File: config.mk
export PLATFORM = sky130hd
export DESIGN_NAME = alu_unit
export DESIGN_NICKNAME = d
export VERILOG_FILES = /design/src/rtl/alu_unit.sv
export SDC_FILE = /design/constraint.sdc
export NUM_CORES = 1
export LEC_CHECK = 0
export ABC_AREA = 0
export BUFFER_PORTS_ARGS = -buffer_cell sky130_fd_sc_hd__clkbuf_2
export CAP_MARGIN = 20
export CORE_ASPECT_RATIO = 1.75
export CORE_MARGIN = 2
export CORE_UTILIZATION = 50
export CTS_CLUSTER_SIZE = 14
export DETAILED_ROUTE_END_ITERATION = 10
export GPL_TIMING_DRIVEN = 0
export PLACE_DENSITY_LB_ADDON = 0.15
export SLEW_MARGIN = 20
export SYNTH_ARGS = -nofsm -noshare
export SYNTH_HDL_FRONTEND = slang
export SYNTH_SLANG_ARGS = --single-unit
File: constraint.sdc
create_clock -name clk -period 9.65 [get_ports clk]
set_clock_uncertainty 0.1 [all_clocks]
set_input_delay 1.93 -clock clk [delete_from_list [all_inputs] [get_ports clk]]
set_output_delay 1.93 -clock clk [all_outputs]
set_load 0.02 [all_outputs]
File: src/rtl/alu_unit.sv
`default_nettype none
// ============================================================================
// Module   : alu_unit
// Purpose  : RV32I integer execution unit. It accepts one dispatched
//            non-memory operation per cycle and registers the result with a
//            latency of one cycle. It broadcasts the result together with its
//            ROB index. For branches and jumps it also resolves the next PC.
//            Load/store opcodes belong to the LSB and are treated as bubbles.
// Ports    : clk, rst (sync, active-high), rdy (global enable), flush
//            in_opcode/in_val1/in_val2/in_imm/in_pc/in_rob_index : dispatch
//            out_valid/out_res/out_rob_index                     : result
//            out_is_jump/out_br_taken/out_next_pc                : control
// Revision : 1.0 - initial release
// ============================================================================
module alu_unit #(
  parameter int ROB_W = 6,
  parameter int OP_W  = 6
) (
  input  logic             clk,
  input  logic             rst,
  input  logic             rdy,
  input  logic             flush,
  input  logic [OP_W-1:0]  in_opcode,
  input  logic [31:0]      in_val1,
  input  logic [31:0]      in_val2,
  input  logic [31:0]      in_imm,
  input  logic [31:0]      in_pc,
  input  logic [ROB_W-1:0] in_rob_index,
  output logic             out_valid,
  output logic [31:0]      out_res,
  output logic [ROB_W-1:0] out_rob_index,
  output logic             out_is_jump,
  output logic             out_br_taken,
  output logic [31:0]      out_next_pc
);

  // Opcode map
  localparam logic [OP_W-1:0] OP_LUI   = OP_W'(1);
  localparam logic [OP_W-1:0] OP_AUIPC = OP_W'(2);
  localparam logic [OP_W-1:0] OP_JAL   = OP_W'(3);
  localparam logic [OP_W-1:0] OP_JALR  = OP_W'(4);
  localparam logic [OP_W-1:0] OP_BEQ   = OP_W'(5);
  localparam logic [OP_W-1:0] OP_BNE   = OP_W'(6);
  localparam logic [OP_W-1:0] OP_BLT   = OP_W'(7);
  localparam logic [OP_W-1:0] OP_BGE   = OP_W'(8);
  localparam logic [OP_W-1:0] OP_BLTU  = OP_W'(9);
  localparam logic [OP_W-1:0] OP_BGEU  = OP_W'(10);
  localparam logic [OP_W-1:0] OP_ADDI  = OP_W'(19);
  localparam logic [OP_W-1:0] OP_SLTI  = OP_W'(20);
  localparam logic [OP_W-1:0] OP_SLTIU = OP_W'(21);
  localparam logic [OP_W-1:0] OP_XORI  = OP_W'(22);
  localparam logic [OP_W-1:0] OP_ORI   = OP_W'(23);
  localparam logic [OP_W-1:0] OP_ANDI  = OP_W'(24);
  localparam logic [OP_W-1:0] OP_SLLI  = OP_W'(25);
  localparam logic [OP_W-1:0] OP_SRLI  = OP_W'(26);
  localparam logic [OP_W-1:0] OP_SRAI  = OP_W'(27);
  localparam logic [OP_W-1:0] OP_ADD   = OP_W'(28);
  localparam logic [OP_W-1:0] OP_SUB   = OP_W'(29);
  localparam logic [OP_W-1:0] OP_SLL   = OP_W'(30);
  localparam logic [OP_W-1:0] OP_SLT   = OP_W'(31);
  localparam logic [OP_W-1:0] OP_SLTU  = OP_W'(32);
  localparam logic [OP_W-1:0] OP_XOR   = OP_W'(33);
  localparam logic [OP_W-1:0] OP_SRL   = OP_W'(34);
  localparam logic [OP_W-1:0] OP_SRA   = OP_W'(35);
  localparam logic [OP_W-1:0] OP_OR    = OP_W'(36);
  localparam logic [OP_W-1:0] OP_AND   = OP_W'(37);

  // Result registers
  logic             valid_q,    valid_d;
  logic [31:0]      res_q,      res_d;
  logic [ROB_W-1:0] rob_q,      rob_d;
  logic             is_jump_q,  is_jump_d;
  logic             taken_q,    taken_d;
  logic [31:0]      next_pc_q,  next_pc_d;

  // Combinational execute datapath
  logic        is_exec;
  logic [31:0] op2;
  logic [4:0]  shamt;
  logic [31:0] pc_plus4;
  logic [31:0] pc_plus_imm;
  logic [31:0] jalr_tgt;
  logic        lt_s;
  logic        lt_u;
  logic        eq;
  logic [31:0] alu_res;
  logic        alu_jump;
  logic        alu_taken;
  logic [31:0] alu_next;

  // Loads/stores (11..18) sit in a hole between the two execute ranges
  assign is_exec = ((in_opcode >= OP_LUI)  && (in_opcode <= OP_BGEU)) ||
                   ((in_opcode >= OP_ADDI) && (in_opcode <= OP_AND));

  // The I-type range uses the immediate as second operand
  assign op2         = ((in_opcode >= OP_ADDI) && (in_opcode <= OP_SRAI)) ? in_imm : in_val2;
  assign shamt       = op2[4:0];
  assign pc_plus4    = in_pc + 32'd4;
  assign pc_plus_imm = in_pc + in_imm;
  assign jalr_tgt    = (in_val1 + in_imm) & ~32'd1;
  assign lt_s        = $signed(in_val1) < $signed(op2);
  assign lt_u        = in_val1 < op2;
  assign eq          = in_val1 == op2;

  always_comb begin
    alu_res   = 32'd0;
    alu_jump  = 1'b0;
    alu_taken = 1'b0;
    alu_next  = pc_plus4;
    case (in_opcode)
      OP_LUI:   alu_res = in_imm;
      OP_AUIPC: alu_res = pc_plus_imm;
      OP_JAL: begin
        alu_res   = pc_plus4;
        alu_jump  = 1'b1;
        alu_taken = 1'b1;
        alu_next  = pc_plus_imm;
      end
      OP_JALR: begin
        alu_res   = pc_plus4;
        alu_jump  = 1'b1;
        alu_taken = 1'b1;
        alu_next  = jalr_tgt;
      end
      OP_BEQ, OP_BNE, OP_BLT, OP_BGE, OP_BLTU, OP_BGEU: begin
        alu_jump = 1'b1;
        case (in_opcode)
          OP_BEQ:  alu_taken = eq;
          OP_BNE:  alu_taken = ~eq;
          OP_BLT:  alu_taken = lt_s;
          OP_BGE:  alu_taken = ~lt_s;
          OP_BLTU: alu_taken = lt_u;
          default: alu_taken = ~lt_u;
        endcase
        alu_next = alu_taken ? pc_plus_imm : pc_plus4;
      end
      OP_ADDI, OP_ADD:   alu_res = in_val1 + op2;
      OP_SUB:            alu_res = in_val1 - op2;
      OP_SLTI, OP_SLT:   alu_res = {31'd0, lt_s};
      OP_SLTIU, OP_SLTU: alu_res = {31'd0, lt_u};
      OP_XORI, OP_XOR:   alu_res = in_val1 ^ op2;
      OP_ORI, OP_OR:     alu_res = in_val1 | op2;
      OP_ANDI, OP_AND:   alu_res = in_val1 & op2;
      OP_SLLI, OP_SLL:   alu_res = in_val1 << shamt;
      OP_SRLI, OP_SRL:   alu_res = in_val1 >> shamt;
      OP_SRAI, OP_SRA:   alu_res = $unsigned($signed(in_val1) >>> shamt);
      default:           alu_res = 32'd0;
    endcase
  end

  // Next-state: hold everything while rdy is low; flush kills the op but the
  // data fields still follow the inputs (they are don't-care when invalid).
  always_comb begin
    valid_d   = valid_q;
    res_d     = res_q;
    rob_d     = rob_q;
    is_jump_d = is_jump_q;
    taken_d   = taken_q;
    next_pc_d = next_pc_q;
    if (rdy) begin
      valid_d   = is_exec & ~flush;
      res_d     = alu_res;
      rob_d     = in_rob_index;
      is_jump_d = alu_jump & ~flush;
      taken_d   = alu_taken & ~flush;
      next_pc_d = alu_next;
    end
  end

  always_ff @(posedge clk) begin
    if (rst) begin
      valid_q   <= 1'b0;
      res_q     <= 32'd0;
      rob_q     <= '0;
      is_jump_q <= 1'b0;
      taken_q   <= 1'b0;
      next_pc_q <= 32'd0;
    end else begin
      valid_q   <= valid_d;
      res_q     <= res_d;
      rob_q     <= rob_d;
      is_jump_q <= is_jump_d;
      taken_q   <= taken_d;
      next_pc_q <= next_pc_d;
    end
  end

  assign out_valid     = valid_q;
  assign out_res       = res_q;
  assign out_rob_index = rob_q;
  assign out_is_jump   = is_jump_q;
  assign out_br_taken  = taken_q;
  assign out_next_pc   = next_pc_q;

endmodule
`default_nettype wire

==> results by group, run 1 <==
Logic synthesis
  • Syn Inst Count: about 2300
  • Compound-Gate Fraction of Synth Area: 0.352
  • Number of enable flip-flop cells after synthesis: 0
  • Adder-Cell Fraction of Synth Area: 0.117
  • Top_reg_cell synth: dfxtp_1
  • Simple-Gate Fraction of Synth Area: 0.200
  • Top post-synthesis cells by area: ha_1 11%, dfxtp_1 8.7%, mux2i_1 6.1%
  • Yosys top cell area share: 0.113
  • Async set-or-reset flop fraction in the synthesized netlist: 0
  • Synth Net Count: 2634
  • Xor/xnor share of the synthesized area: 0.0500
  • Largest family of logic cells by synthesized area: compound AO/OA/AOI/OAI gates
  • FF+latch count, synth: 73
  • Area leader, netlist: ha_1
  • Yosys warning count: 0
  • Syn_area_per_cell: 7.21 um2
  • Sequential fraction of the synthesis area: 0.0868
  • Synth cell types: 99
  • Commonest cells in the netlist: 231 x nor2_1, 215 x nand2_1, 198 x a21oi_1
  • Multiplexer share of the synthesized area: 0.126
  • Netlist Area Pre-Place: 0.0168 mm2
  • Most frequent cell after synthesis: nor2_1

Place
  • Placer Congestion: roughly 1.2
  • DP Area: 0.0185 mm2
  • Cell count after placement: 2956
  • PortBufs: 212
  • HPWL Detailed: 85.4 mm

Clock tree
  • CTS resizes: 0
  • CTS root buf: clkbuf_16
  • Sink Count: 73
  • Hold Buf Count CTS: 0
  • CTS Buf Count: 9
  • Htree depth: 3
  • Post-CTS Setup Inserts: 0
  • Max clock buf depth: 2

Outcome
  • Err: [ERROR GRT-0116] Global routing finished with congestion. Check the congestion regions in the DRC Viewer.
  • Status: did not finish
  • Stage reached: global routing

Global route
  • Largest net degree at the start of global routing: 16
  • First-pass GRT wire length: 172 mm
  • Total gr overflow: 25
  • Overall routing resource usage: 0.670
  • Number of global-route vias before repair: 23785

Floorplan
  • Starting density of the core: 0.509
  • Die span in x: around 140 um
  • I/O pin total: 217
  • Die Y: 247 um
  • FP Rows: slightly below 90
## logic make-up after synthesis
group | after synthesis
DFF | 73
xor gates and xnor gates | 96
adders and majority gates | 155
muxes | 167
and+or+nand+nor | 723
AOI/OAI and AO/OA | 847
buffers and inverters | 274
## through the flow
stage,setup slack (ns),hold slack (ns),util
CTS,1.73,0.357,0.568
detailed placement,1.36,0.346,0.559
global placement,1.17,0.345,0.557
floorplan,3.11,0.421,-
## routing by layer
metal,GRT overflow,GRT usage
met1,1,0.688
met2,12,0.876
met3,0,0.421
met4,12,0.681
met5,0,0.167
==> inputs of run 2 (changes only) <==
--- a/config.mk
+++ b/config.mk
@@ -8,10 +8,8 @@
 export ABC_AREA = 0
 export BUFFER_PORTS_ARGS = -buffer_cell sky130_fd_sc_hd__clkbuf_2
 export CAP_MARGIN = 20
-export CORE_ASPECT_RATIO = 1.75
 export CORE_MARGIN = 2
-export CORE_UTILIZATION = 50
-export CTS_CLUSTER_SIZE = 14
+export CORE_UTILIZATION = 35
 export DETAILED_ROUTE_END_ITERATION = 10
 export GPL_TIMING_DRIVEN = 0
 export PLACE_DENSITY_LB_ADDON = 0.15
==> run 2 against run 1 <==
Effect of this change: the run now ends clean; synthesized cell count is the same; synthesized area did not move.
==> results by group, run 2 <==
STA
  • Period Utilization, post-route: 0.885
  • Crit path time final: 8.54 ns
  • Final Max Slew Viols: 0
  • Actual slew at the worst max-slew pin: between 1 and 1.5 ns
  • Sum Neg Setup Slack: 0 ns
  • Final hold vios: 0
  • RSZ-0062 raised after global routing: false
  • Max transition margin: 0.134
  • Max frequency: 0.117 GHz
  • Final setup vio count: 0

Clock tree
  • CTS clk-pin slew, worst paths: 0.06 ns
  • CTS Buf Count: 9
  • CTS root buf: clkbuf_16
  • Worst-Skew Late Latency: a little under 0.4 ns
  • Hold Buf Count CTS: 0
  • Post-CTS Setup Inserts: 0
  • CTS resizes: 0
  • Sink Count: 73
  • Htree depth: 3
  • TritonCTS clock tree: built
  • Max clock buf depth: 2

Route
  • Wire per inst: 36.8 um
  • Vias: approximately 22000
  • Drc violations: 0
  • DR pass1 iterations: 8
  • Routed wire length: roughly 120 mm
  • Vias per cell: 6.97
  • Initial DRC Count: ~3100
  • Post-detailed-route count of antenna-violating nets: 0

Place
  • PortBufs: 212
  • Placer Congestion: 1.07
  • HPWL Detailed: 94.4 mm
  • Cell count after placement: 3169

Logic synthesis
  • Yosys top cell area share: 0.113
  • Number of enable flip-flop cells after synthesis: 0
  • Area leader, netlist: ha_1
  • Async set-or-reset flop fraction in the synthesized netlist: 0
  • Top_reg_cell synth: dfxtp_1
  • Top post-synthesis cells by area: ha_1 11%, dfxtp_1 8.7%, mux2i_1 6.1%
  • Synth cell types: 99
  • Syn_area_per_cell: 7.21 um2
  • Most frequent cell after synthesis: nor2_1
  • Commonest cells in the netlist: 231 x nor2_1, 215 x nand2_1, 198 x a21oi_1
  • FF+latch count, synth: 73
  • Synth Net Count: 2634
  • Netlist Area Pre-Place: 0.0168 mm2
  • Sequential fraction of the synthesis area: 0.0868
  • Yosys warning count: 0
  • Syn Inst Count: 2335

Min path
  • Hold Path Class: flip-flop to flip-flop
  • Hold Path Stages: 2
  • Hold Startpoint: out_br_taken
  • Hold Path End: out_br_taken

Layout
  • N_diodes: 0
  • Nets: 2865
  • Post-route insts no fill: 3186
  • Final design utilization: 0.401
  • Synthesis-to-finish area growth: 13.5%
  • Commonest non-fill, non-tap cell in the layout: nor2_1
  • Fillcell total: 5151
  • Most frequent cells in the layout: 231 x nor2_1, 217 x clkbuf_2, 215 x nand2_1
  • Share of layout cells above drive strength 1: 0.160

Worst setup path
  • FF-to-FF Start: out_res[25]
  • Critical Path, Cell by Cell: clkbuf_2 -> buf_2 -> nand2_2 -> nand3_2 -> buf_6 -> clkbuf_1 -> mux2_2 -> inv_1 -> ha_1 -> buf_2 -> or3_1 -> nand3b_1 -> nor3b_1 -> a211oi_1 -> a41oi_1 -> o21ai_2 -> nor4_1 -> a21oi_1 -> a21oi_2 -> buf_4 -> nand2_1 -> o221ai_1
  • Crit. End Element: flip-flop
  • Number of cells on the critical path: 22
  • Crit Path Class: primary input to flip-flop
  • CP max FO: 10
  • Slowest cell on crit path: nor3b_1
  • WP data arrival: slightly below 9 ns
  • Crit path launch type: primary input
  • Reg2reg end: out_res[25]
  • R2R cell count: 6
  • Crit path top cell by count: buf_2
  • Largest stage delay, worst path: 0.82 ns
  • Reg-to-reg slack, setup: 6.96 ns
  • CP required: roughly 9.9 ns
  • WP buf/inv: 7
  • CP top delay family: simple AND/OR/NAND/NOR gates

Global route
  • Total gr overflow: 0
  • Number of global-route vias before repair: 20415
  • Antenna violations before repair: 5
  • Overall routing resource usage: 0.456
  • Largest net degree at the start of global routing: 14
  • First-pass GRT wire length: 160 mm

Floorplan
  • Die span in x: 223 um
  • Starting density of the core: 0.353
  • Die Y: 223 um
  • Core box area: 0.0476 mm2
  • Die Area: 0.0499 mm2
  • FP Rows: 80
  • I/O pin total: 217

Power and ir drop
  • Maximum VDD drop: 0.0868 mV
  • Power Dens Cells: 110 mW/mm2
  • Total power: 2100 uW
  • Leak: 0.00817 uW

Outcome
  • Status: complete, no violations

Run
  • Max-cap violation count: 0
==> run 2: how the worst max path moves through the flow <==
stage | start | endpoint | slack, ns
after floorplan | in_opcode[1] | out_next_pc[12] | 3.11
after global placement | in_opcode[3] | out_res[29] | 0.78
after detailed placement | in_opcode[3] | out_next_pc[2] | 0.86
after CTS | in_opcode[3] | out_next_pc[2] | 1.22
after global routing | in_opcode[3] | out_res[28] | 1.14
final | in_opcode[3] | out_next_pc[2] | 1.11
==> run 2: logic make-up after synthesis <==
family | share of synthesized area
and+or+nand+nor | 0.200
AOI/OAI and AO/OA | 0.352
muxes | 0.126
adders and majority gates | 0.117
DFF | 0.0868
buffers and inverters | 0.0697
xor gates and xnor gates | 0.0500
==> run 2: through the flow <==
step / hold slack, ns / setup slack [ns] / area, um2
6_report: 0.363 / 1.11 / 19100
5_1_grt: 0.386 / 1.14 / 19100
4_1_cts: 0.365 / 1.22 / 19100
3_5_place_dp: 0.357 / 0.862 / 18800
3_3_place_gp: 0.349 / 0.778 / 18700
2_1_floorplan: 0.421 / 3.11 / 16800
==> run 2: tightest hold or removal path: cells and delay by family, from the launching register on <==
kind	cells	cell delay, ns
and+or+nand+nor	1	0.06
AOI/OAI and AO/OA	1	0.05
DFF	1	0.31
==> run 2: area by class of cell <==
type                       count  area [um2]  share of cell area
timing repair buffer         220        1120              0.0586
sequential                    73        1460              0.0765
clock inverter                 5         104             0.00544
buffer                       163         758              0.0397
clock buffer                  11         233              0.0122
multi-input combinational   1988       14200               0.745
inverter                     111         419              0.0219
tap                          615         769              0.0403
==> run 2: layer usage <==
layer / share of wire / GRT usage / vias up
li1: - / - / 9325
met1: 0.39 / 0.582 / 10721
met5: 0.00019 / 0 / -
met4: 0.081 / 0.309 / 4
met2: 0.41 / 0.680 / 1723
met3: 0.11 / 0.107 / 431
==> run 2: power breakdown <==
group | total (uW) | switching (uW) | internal (uW)
logic | 1320 | 912 | 411
registers | 333 | 13.5 | 320
clock network | 443 | 189 | 253
total | 2100 | 1110 | 985
(Power assumes the default switching activity.)
